===== config.mk =====
export PLATFORM = sky130hd
export DESIGN_NAME = prom_pattern_player_flat
export DESIGN_NICKNAME = d
export VERILOG_FILES = /design/src/rtl/prom_pattern_player_if.sv /design/src/rtl/prom_pattern_player.sv /design/src/flat_wrapper.sv
export SDC_FILE = /design/constraint.sdc
export NUM_CORES = 1
export LEC_CHECK = 0
export ABC_AREA = 1
export BUFFER_PORTS_ARGS = -buffer_cell sky130_fd_sc_hd__buf_2
export CORE_MARGIN = 4
export CORE_UTILIZATION = 50
export DETAILED_ROUTE_END_ITERATION = 8
export PLACE_DENSITY = 0.72
export SLEW_MARGIN = 20
export SYNTH_ARGS = -nofsm -noshare
export SYNTH_HDL_FRONTEND = slang
export SYNTH_SLANG_ARGS = --single-unit

===== constraint.sdc =====
create_clock -name Clk0 -period 2.5 [get_ports Clk0]
set_clock_uncertainty 0.05 [all_clocks]
set_input_delay 0 -clock Clk0 [delete_from_list [all_inputs] [get_ports Clk0]]
set_output_delay 0 -clock Clk0 [all_outputs]
set_load 0.02 [all_outputs]

===== src/rtl/prom_pattern_player_if.sv =====
// PROM read port between the pattern player and its pattern store.
// The player is the master: it owns address, clock enable and write enable.
interface prom_pattern_player_if #(
  parameter int ADDR_WIDTH = 8
);
  logic [ADDR_WIDTH-1:0] AddressA;
  logic                  ClkEn0;
  logic                  WeRenA;
  logic [35:0]           DataOutA;

  modport master (
    output AddressA,
    output ClkEn0,
    output WeRenA,
    input  DataOutA
  );

  modport slave (
    input  AddressA,
    input  ClkEn0,
    input  WeRenA,
    output DataOutA
  );
endinterface


===== src/rtl/prom_pattern_player.sv =====
// Plays LED patterns from a PROM, each word held for its own count.
// Run low freezes the sequence in place; only reset returns to IDLE.
module prom_pattern_player #(
  parameter int ADDR_WIDTH = 8,
  parameter int HOLD_WIDTH = 24
) (
  input  logic                  Clk0,
  input  logic                  AsyncReset0,
  input  logic                  Run,
  prom_pattern_player_if.master prom,
  output logic [7:0]            Led,
  output logic                  Busy,
  output logic                  Wrapped
);

  typedef enum logic [1:0] {
    IDLE,
    FETCH,
    LOAD,
    HOLD
  } state_t;

  localparam logic [ADDR_WIDTH-1:0] ADDR_MAX = '1;
  localparam logic [ADDR_WIDTH-1:0] ADDR_ONE = ADDR_WIDTH'(1);
  localparam logic [HOLD_WIDTH-1:0] CNT_ONE  = HOLD_WIDTH'(1);

  state_t                state_q;
  state_t                state_d;
  logic [ADDR_WIDTH-1:0] addr_q;
  logic [ADDR_WIDTH-1:0] addr_d;
  logic [ADDR_WIDTH-1:0] nxt_q;
  logic [ADDR_WIDTH-1:0] nxt_d;
  logic [HOLD_WIDTH-1:0] cnt_q;
  logic [HOLD_WIDTH-1:0] cnt_d;
  logic [7:0]            led_q;
  logic [7:0]            led_d;
  logic                  eos_q;
  logic                  eos_d;
  logic                  wrap_q;
  logic                  wrap_d;

  logic [HOLD_WIDTH-1:0] word_hold;
  logic [7:0]            word_led;
  logic                  word_eos;
  logic [ADDR_WIDTH-1:0] word_nxt;
  logic                  at_max;
  logic                  unused_data;

  assign word_hold   = prom.DataOutA[8 +: HOLD_WIDTH];
  assign word_led    = prom.DataOutA[7:0];
  assign word_eos    = prom.DataOutA[35];
  assign at_max      = (addr_q == ADDR_MAX);
  assign unused_data = ^prom.DataOutA;

  // End flag and top-of-PROM both restart at 0, so they share one wrap.
  assign word_nxt = (word_eos || at_max) ? '0
                                         : addr_q + ADDR_ONE;

  always_comb begin
    state_d = state_q;
    addr_d  = addr_q;
    nxt_d   = nxt_q;
    cnt_d   = cnt_q;
    led_d   = led_q;
    eos_d   = eos_q;
    wrap_d  = 1'b0;
    if (Run) begin
      unique case (state_q)
        IDLE: begin
          addr_d  = '0;
          state_d = FETCH;
        end
        FETCH: begin
          state_d = LOAD;
        end
        LOAD: begin
          led_d   = word_led;
          cnt_d   = (word_hold == '0) ? '0
                                      : word_hold - CNT_ONE;
          eos_d   = word_eos;
          nxt_d   = word_nxt;
          state_d = HOLD;
        end
        HOLD: begin
          if (cnt_q != '0) begin
            cnt_d = cnt_q - CNT_ONE;
          end else begin
            addr_d  = nxt_q;
            wrap_d  = eos_q || at_max;
            state_d = FETCH;
          end
        end
        default: begin
          state_d = IDLE;
        end
      endcase
    end
  end

  always_ff @(posedge Clk0 or posedge AsyncReset0) begin
    if (AsyncReset0) begin
      state_q <= IDLE;
      addr_q  <= '0;
      nxt_q   <= '0;
      cnt_q   <= '0;
      led_q   <= '0;
      eos_q   <= 1'b0;
      wrap_q  <= 1'b0;
    end else begin
      state_q <= state_d;
      addr_q  <= addr_d;
      nxt_q   <= nxt_d;
      cnt_q   <= cnt_d;
      led_q   <= led_d;
      eos_q   <= eos_d;
      wrap_q  <= wrap_d;
    end
  end

  // Enable is gated by Run so a frozen FETCH re-issues on resume.
  assign prom.ClkEn0   = Run && (state_q == FETCH);
  assign prom.AddressA = addr_q;
  assign prom.WeRenA   = 1'b0;

  assign Led     = led_q;
  assign Busy    = (state_q != IDLE);
  assign Wrapped = wrap_q;

endmodule


===== src/flat_wrapper.sv =====
// flat-port wrapper written by rule: the top's interface ports become plain ports
module prom_pattern_player_flat 
#(
  parameter int ADDR_WIDTH = 8,
  parameter int HOLD_WIDTH = 24
)
  (Clk0, AsyncReset0, Run, Led, Busy, Wrapped, prom_AddressA, prom_ClkEn0, prom_WeRenA, prom_DataOutA);
  prom_pattern_player_if #(.ADDR_WIDTH(ADDR_WIDTH)) prom_i ();
  input  logic Clk0;
  input  logic AsyncReset0;
  input  logic Run;
  output logic [7:0] Led;
  output logic Busy;
  output logic Wrapped;
  output wire logic [$bits(prom_i.AddressA)-1:0] prom_AddressA;
  output wire logic [$bits(prom_i.ClkEn0)-1:0] prom_ClkEn0;
  output wire logic [$bits(prom_i.WeRenA)-1:0] prom_WeRenA;
  input wire logic [$bits(prom_i.DataOutA)-1:0] prom_DataOutA;
  assign prom_AddressA = prom_i.AddressA;
  assign prom_ClkEn0 = prom_i.ClkEn0;
  assign prom_WeRenA = prom_i.WeRenA;
  assign prom_i.DataOutA = prom_DataOutA;
  prom_pattern_player #(.ADDR_WIDTH(ADDR_WIDTH), .HOLD_WIDTH(HOLD_WIDTH)) u_core (.Clk0(Clk0), .AsyncReset0(AsyncReset0), .Run(Run), .prom(prom_i), .Led(Led), .Busy(Busy), .Wrapped(Wrapped));
endmodule

Word-level counts from Yosys, hierarchy flattened
Index checks and enable logic that the tools add are counted.
Widths: inputs -> output; s select.
- add/subtract/negate cells: 3
- equality and inequality tests: 6
- multiplexer cells: 11
- reductions and logical operators: 13
- operators by type and width (operator ; number):
    $mux 24 ; 2
    $pmux 24 s2 ; 1
    $sub 24x1->24 const B ; 2
    $logic_not 24->1 ; 1
    $reduce_bool 24->1 ; 1
    $mux 8 ; 2
    $pmux 8 s2 ; 1
    $add 8x1->8 const B ; 1
    $eq 8x8->1 const B ; 1
    $pmux 2 s4 ; 1
    $reduce_and 3->1 ; 2
    $reduce_bool 2->1 ; 3
    $eq 2x2->1 const B ; 2
    $reduce_and 2->1 ; 2
    $mux 1 ; 3
    $eq 2x1->1 const B ; 1
    $logic_not 2->1 ; 1
    $logic_or 1x1->1 ; 2
    $mux 2 ; 1
    $ne 2x1->1 const B ; 1
    $ne 2x2->1 const B ; 1
    $logic_and 1x1->1 ; 1
- register bits: 52
- bits of input ports: 39
- output and inout bits: 20
- logic and storage cells: 40

Longest topological paths before layout
Gate-level depths: netlist (run 1).
- depth after elaboration: 5
- gate-level depth with buffers: 12
- gate-level depth less buffers: 11

Worst setup path after synthesis (run 1)
No wires, ideal clock.
- path kind: register to register
- start point: reg u_core.state_q[0]
- end point: reg u_core.cnt_q[6]
- library setup time: 117 ps
- data arrival time: 1437 ps
- required time: 2333 ps
- setup slack: 897 ps
- stages on the path, launching flop included: 10
- buffers on the path: 2
- period minus slack after synthesis: 1603 ps
- path through: dfrtp_1 -> ha_1 -> buf_2 -> inv_1 -> clkbuf_1 -> a21oi_1 -> o21ai_0 -> o21ai_0 -> nand2_1 -> nand2_1
- cells in the longest elaborated chain, start to end: 3
- elaborated cells between the ends (all ways): 6
- classes of those cells: eq/ne (3); mux (1); reduce/logical (2)
- RTL lines (what ; line ; text):
    start: declaration ; prom_pattern_player.sv:27 ; state_t state_q;
    start signal: assignment ; prom_pattern_player.sv:110 ; state_q <= state_d;
    $eq 2x2->1 ; prom_pattern_player.sv:68 ; unique case (state_q)
    $ne 2x1->1 (no line) or $reduce_bool 2->1 (tied branches) ; n/a ;
    $reduce_and 3->1 (no line) ; n/a ;
    end signal: assignment ; prom_pattern_player.sv:113 ; cnt_q <= cnt_d;
    end: declaration ; prom_pattern_player.sv:33 ; logic [HOLD_WIDTH-1:0] cnt_q;
Parallel ways exist; a longest one is shown, timed or not.
A chain may end at the register's enable or synchronous reset.

Worst setup path in the final report (run 1)
- start point: in prom_DataOutA[8]
- end point: reg u_core.cnt_q[21]
- cells in the longest elaborated chain, start to end: 3
- elaborated cells between the ends (all ways): 4
- classes of those cells: add/sub (1); mux (2); reduce/logical (1)
- RTL lines (what ; line ; text):
    start: declaration ; flat_wrapper.sv:18 ; input wire logic [$bits(prom_i.DataOutA)-1:0] prom_DataOutA;
    $sub 24x1->24 or $logic_not 24->1 (tied branches) ; prom_pattern_player.sv:79, prom_pattern_player.sv:78 ;
    $mux 24 * ; prom_pattern_player.sv:78 ; cnt_d = (word_hold == '0) ? '0
    $pmux 24 s2 * ; prom_pattern_player.sv:68 ;
Every way passes the cells marked *; elsewhere a longest branch is shown, timed or not.

==> impl_metrics.json, run 1 <==
{
  "outcome": "finished, final reports clean",
  "cts_buffer_depth": 2,
  "maxSlewViolCount": 0,
  "fp.dieW_um": 93.73,
  "clk_pin_slew_ps": 100,
  "p_leak_nw": 2.178,
  "fin_nets": 679,
  "cts_tree": "built",
  "max_freq_mhz": 512.3,
  "initial_core_util": 0.5263,
  "rsz0062_at_grt": "false",
  "clock_sinks": 52,
  "hold_viol": 0,
  "tightest_slew_ps": 567.3,
  "relSlewSlack": 0.6212,
  "hold_class": "in -> reg",
  "switching_share": 0.4845,
  "ir_drop_mv": 0.4483,
  "drv_cap": 0,
  "synth_top_family_by_area": "simple AND/OR/NAND/NOR gates",
  "grt_pass1_wl_um": 16330,
  "utilization": 0.6099,
  "grt_pass1_vias": 3436,
  "syn_area_um2": 3675,
  "power_frac_seq": 0.341,
  "ioPinCount": 59,
  "diodes": 0,
  "critPathMaxFanout": 12,
  "cts_buffers": 5,
  "seq_area_frac_synth": 0.3541,
  "ys_ff_latch": 52,
  "gp_congestion": 0.9003,
  "ctsHtreeMaxLevel": 2,
  "port_buffers": 54,
  "synth_cell_types": 31,
  "startpoint_type": "input port",
  "dp_slack_ps": 610.1,
  "switching_power_w": 0.001961,
  "drc": 0,
  "final.fill_count": 692,
  "period_minus_slack_ps": 1952,
  "rows": 30,
  "synthToLayoutAreaGrowth_pct": 15.87,
  "final.setup.tns_ps": 0,
  "p_clk_frac": 0.151,
  "track_usage": 0.2297,
  "core_um2": 6982,
  "synthMuxAreaShare": 0,
  "fin_ws_ps": 548.1,
  "dp_cells": 708,
  "power.total_w": 0.004048,
  "critPathArrivalTime_ps": 2110,
  "antenna_left": 0,
  "first_iter_violations": 169,
  "synth_xor_area_frac": 0.05243,
  "dr.pass1.iters": 4,
  "dieArea_um2": 8785,
  "fin_crit_sh": 0.7808,
  "powerDensity_nw_per_um2": 950.7,
  "syn_nets": 613,
  "setup-violations-final": 0,
  "end_kind": "flop",
  "instances_no_fill": 728,
  "root_buffer": "clkbuf_8",
  "wl_per_cell_um": 13.54,
  "cp_data_required_time_ps": 2660,
  "ys_warn_count": 0,
  "clock_latency_ps": 320,
  "synth_simple_gate_area_frac": 0.4093,
  "hpwlAfterDp_um": 7387,
  "combPwrFrac": 0.508,
  "synth_compound_area_frac": 0.08308,
  "critPathKind": "in -> reg",
  "wl_um": 9857,
  "synth_area_per_cell_um2": 6.504,
  "fp.dieH_um": 93.73,
  "grt_overflow": 0,
  "avgViaCountPerCell": 5.132,
  "internal-power_w": 0.002087,
  "grt_max_degree": 35,
  "vias": 3736,
  "drive_gt1_frac": 0.1297,
  "yosys.area_share.adder": 0.03064,
  "grt_antenna_before_repair": 0,
  "synthCells": 565
}
## cell type report
| class | instances | area [um^2] | area share |
|---|---|---|---|
| clock inverter | 2 | 38.79 | 0.009110 |
| timing repair buffer | 70 | 420.4 | 0.09874 |
| inverter | 49 | 186.4 | 0.04378 |
| multi-input combinational | 453 | 2118 | 0.4975 |
| tap | 96 | 120.1 | 0.02821 |
| clock buffer | 6 | 72.57 | 0.01704 |
| sequential | 52 | 1301 | 0.3056 |
## power by group through the flow
stage | clock network, W | logic [W] | registers [W]
after floorplan | 0 | 0.00149 | 0.00140
after global routing | 0.000647 | 0.00233 | 0.00142
final | 0.000610 | 0.00206 | 0.00138
after CTS | 0.000618 | 0.00205 | 0.00137
after detailed placement | 0 | 0.00202 | 0.00138
after global placement | 0 | 0.00196 | 0.00138
## timing repair
action                                 in CTS  in global routing
endpoints found under the hold margin      38                  0
setup buffers                               0                  0
hold buffers                               12                  0
resized for setup                           0                  0
setup endpoints to repair                   0                  0
## path summary, 6_finish.rpt
kind / end / start / slack (ps) / depth (start not counted)
setup / recovery: u_core.cnt_q[21] / prom_DataOutA[8] / 550 / 13
max in group asynchronous: u_core.cnt_q[10] / AsyncReset0 / 1370 / 4
hold / removal: u_core.cnt_q[9] / prom_DataOutA[17] / 60 / 6
min in group asynchronous: u_core.nxt_q[1] / AsyncReset0 / 260 / 3
hold reg to reg: u_core.Led[6] / u_core.Led[6] / 430 / 2
setup reg to reg: u_core.cnt_q[2] / u_core.cnt_q[0] / 550 / 10
## synthesized netlist by cell type, drive strengths merged
cell type    n  area (um^2)
and2         1        6.260
nor3         1        5.000
xor2        11        96.34
buf          8        57.55
a22o         1        8.760
nor2        95        379.1
xnor2       11        96.34
ha           9        112.6
inv         49        186.4
a211oi       1        7.510
o21ai       32        160.1
dfrtp       52         1301
o211ai       1        12.51
and3         2        12.51
nand3       39        200.2
nand4       14        87.58
conb         1        3.750
o22ai        3        18.77
o21bai       5        37.54
clkbuf       3        11.26
a21oi       12        60.06
nand2      214        813.3
## state kept, by name (all words and copies together), names as in the netlist
register	cells
u_core.Wrapped	1
u_core.Led	8
u_core.cnt_q	24
u_core.prom.AddressA	8
u_core.state_q	2
u_core.nxt_q	8
u_core.eos_q	1
## worst max-delay path: stages
cell,delay [ps]
dlygate4sd3_1,540
buf_2,130
inv_1,100
ha_1,200
nand3_1,80
nor2_1,100
nand3_1,100
nand2_1,340
inv_2,180
nand3_1,180
nand2_1,60
nand2_1,50
nand2_1,50
## metrics by stage
stage                     area (um^2)  hold slack [ps]
after global routing             4258            72.07
after floorplan                  3675            59.62
after global placement           4026            29.99
final                            4258            63.73
after CTS                        4258            50.63
after detailed placement         4026            37.36
## metal layers
metal	vias up	wire (um)	global-route usage
met5	-	0	0
met4	0	125	0.05776
met3	12	505	0.02244
met2	116	4553	0.3726
met1	1690	4672	0.3286
li1	1918	-	-
## kinds of logic (layout without fill, tap and decap cells)
| kind of cell | count (synthesis) | after routing |
|---|---|---|
| flip-flops | 52 | 52 |
| XOR/XNOR | 22 | 22 |
| adder cells (fa/ha/maj) | 9 | 9 |
| buffers and inverters | 60 | 127 |
| other | 1 | 1 |
| AO/OA/AOI/OAI | 55 | 55 |
| AND/OR/NAND/NOR | 366 | 366 |
## cell usage in the layout (no fill, tap or decap), types with 9 or more instances in the layout
cell type / count
a21oi_1: 12
nand2_1: 212
dlygate4sd3_1: 12
inv_1: 45
nor2_1: 86
o21ai_1: 17
nand3_1: 38
dfrtp_1: 52
nand4_1: 14
buf_2: 54
xnor2_1: 11
o21ai_0: 15
nor2_2: 9
xor2_1: 11
ha_1: 9
(Power assumes the default switching activity.)
==> run 2, diff against run 1 <==
Settings changed: ABC_AREA 1 to 0.
Clock period 2.5 ns to 1.8 ns, I/O delays scaled along.
==> run 2 against run 1 <==
  * Largest cell class unchanged
  * Global-route usage increased by 4.2 points
  * Worst setup slack got worse by 1000 ps
  * The run now ends with negative setup slack left
  * First-iteration DRC count increased by 72%
==> impl_metrics.json, run 2 <==
{
  "synth_simple_gate_area_frac": 0.2643,
  "yosys.area_share.adder": 0.03259,
  "fin_crit_sh": 1.265,
  "fin_area_um2": 5160,
  "rsz0062_at_grt": "true",
  "dp_cells": 624,
  "mostFrequentLayoutCells": "buf_4 (114), buf_2 (54), dfrtp_1 (52), nand2_1 (42), nor2_1 (30)",
  "max_freq_mhz": 439.3,
  "ctsHtreeMaxLevel": 2,
  "dpl-instance-area_um2": 4705,
  "hold_viol": 0,
  "critPathKind": "reg -> reg",
  "powerDensity_nw_per_um2": 1232,
  "outcome": "finished with violations",
  "grt_pass1_vias": 3888,
  "regArea_um2": 1301,
  "p_leak_nw": 2.359,
  "initial_core_util": 0.5115,
  "wl_per_cell_um": 17.96,
  "critPathMaxFanout": 3,
  "period_minus_slack_ps": 2277,
  "syn_nets": 444,
  "drive_gt1_frac": 0.4288,
  "root_buffer": "clkbuf_8",
  "synth_compound_area_frac": 0.1727,
  "grt_pass1_wl_um": 18240,
  "fp.dieH_um": 91.14,
  "dp_slack_ps": -444.5,
  "largest_reg_flops": 24,
  "synth_top_area_share": 0.3765,
  "first_iter_violations": 290,
  "antenna_left": 0,
  "fin_nets": 623,
  "dr.pass1.iters": 7,
  "synth_top_flop_cell": "dfrtp_1",
  "synthTopCellsByCount": "dfrtp_1 (52), nand2_1 (43), o21ai_0 (34), nor2_1 (32), a21oi_1 (24)",
  "wl_um": 11790,
  "ys_warn_count": 0,
  "track_usage": 0.2712,
  "synthMuxAreaShare": 0.05684,
  "utilization": 0.7637,
  "hold_class": "in -> reg",
  "drv_cap": 0,
  "gp_congestion": 0.8997,
  "maxSlewViolCount": 0,
  "yosys.area.top_type": "dfrtp_1",
  "avgViaCountPerCell": 5.930,
  "clk_pin_slew_ps": 110,
  "syn_area_um2": 3456,
  "drc": 0,
  "core_um2": 6756,
  "diodes": 0,
  "synth_area_per_cell_um2": 8.727,
  "multi_input_area_um2": 2247,
  "synth_xor_area_frac": 0.05829,
  "startpoint_type": "flop",
  "synthToLayoutAreaGrowth_pct": 49.31,
  "rows": 30,
  "async_reset_ff_frac": 1.000,
  "cts_tree": "built",
  "port_buffers": 54,
  "cts_buffers": 5,
  "ioPinCount": 59,
  "clock_sinks": 52,
  "yosysMostFrequentCell": "dfrtp_1",
  "cp_data_required_time_ps": 1950,
  "final.fill_count": 467,
  "vias": 3890,
  "end_kind": "flop",
  "instances_no_fill": 656,
  "cts_buffer_depth": 2,
  "relSlewSlack": 0.6051,
  "fin_ws_ps": -476.6,
  "seq_area_frac_synth": 0.3765,
  "tightest_slew_ps": 590.2,
  "violations": "negative setup slack",
  "fp.dieW_um": 91.14,
  "critPathArrivalTime_ps": 2430,
  "ir_drop_mv": 0.6055,
  "setup-violations-final": 35,
  "synth_edf_count": 0,
  "synth_top_family_by_area": "simple AND/OR/NAND/NOR gates",
  "final_common_cell": "buf_4",
  "grt_max_degree": 29,
  "grt_antenna_before_repair": 0,
  "synthCells": 396,
  "ys_ff_latch": 52,
  "dieArea_um2": 8306,
  "synth_cell_types": 59,
  "clock_latency_ps": 320,
  "largest-register": "u_core.cnt_q",
  "synthTopCellsByArea": "dfrtp_1 (38%), o21ai_0 (4.9%), nand2_1 (4.7%), mux2_2 (3.9%), a21oi_1 (3.5%)",
  "hpwlAfterDp_um": 8122,
  "grt_overflow": 0
}
## run 2: layer usage
layer  track usage  vias up  routed length, um
li1              -     1801                  -
met1        0.3326     1873               4778
met2        0.4788      181               5961
met3       0.03645       35                751
met4        0.1080        0                293
met5             0        -                  0
## run 2: path summary, 6_finish.rpt
path	from	to	slack (ps)	cells after the start
worst min-delay path	prom_DataOutA[29]	u_core.cnt_q[21]	40	3
worst max-delay path	u_core.cnt_q[13]	u_core.cnt_q[19]	-480	7
max in group asynchronous	AsyncReset0	u_core.cnt_q[4]	900	4
min in group asynchronous	AsyncReset0	u_core.Led[2]	240	3
worst max register to register	u_core.cnt_q[13]	u_core.cnt_q[19]	-480	7
worst min register to register	u_core.nxt_q[2]	u_core.nxt_q[2]	440	2
## run 2: cell families after synthesis
kind of cell             count (synthesis)
AO/OA/AOI/OAI                           98
XOR/XNOR                                23
adder cells (fa/ha/maj)                  9
buffers and inverters                   29
flip-flops                              52
multiplexers                            18
other                                    1
AND/OR/NAND/NOR                        166
## run 2: timing repair
| action | 4_1_cts | 5_1_grt |
|---|---|---|
| cloned | 0 | 0 |
| setup buffers | 9 | 6 |
| setup endpoints to repair | 35 | 41 |
| resized for setup | 22 | 14 |
| hold buffers | 10 | 0 |
| pin swaps | 10 | 12 |
| endpoints found under the hold margin | 34 | 0 |
## run 2: power by group
| part | switching [W] | leakage (nW) | internal [W] |
|---|---|---|---|
| combinational | 0.00196 | 1.66 | 0.00180 |
| clock | 0.000420 | 0.0445 | 0.000277 |
| sequential | 0.000314 | 0.652 | 0.00158 |
| total | 0.00270 | 2.36 | 0.00366 |
## run 2: area by class of cell
type / instances / share of cell area
sequential: 52 / 0.2522
multi-input combinational: 315 / 0.4355
inverter: 12 / 0.008729
clock inverter: 3 / 0.004122
timing repair buffer: 189 / 0.2667
tap: 80 / 0.01940
clock buffer: 5 / 0.01334
## run 2: worst max-delay path, cell delays in order, from the launching register on
cell and delay [ps]:
dfrtp_1 390, or4_4 550, nand4bb_4 230, or2_4 270, buf_4 150, nand4_1 120
mux2i_2 280, o221ai_2 120
## run 2: per-stage QoR
stage	total power, W	TNS (ps)	hold WS, ps
2_1_floorplan	0.003593	-6627	100.6
3_3_place_gp	0.005019	-11360	20.19
4_1_cts	0.006048	-11750	34.57
3_5_place_dp	0.005142	-12450	31.91
5_1_grt	0.006700	-16160	65.41
6_report	0.006357	-13090	39.44
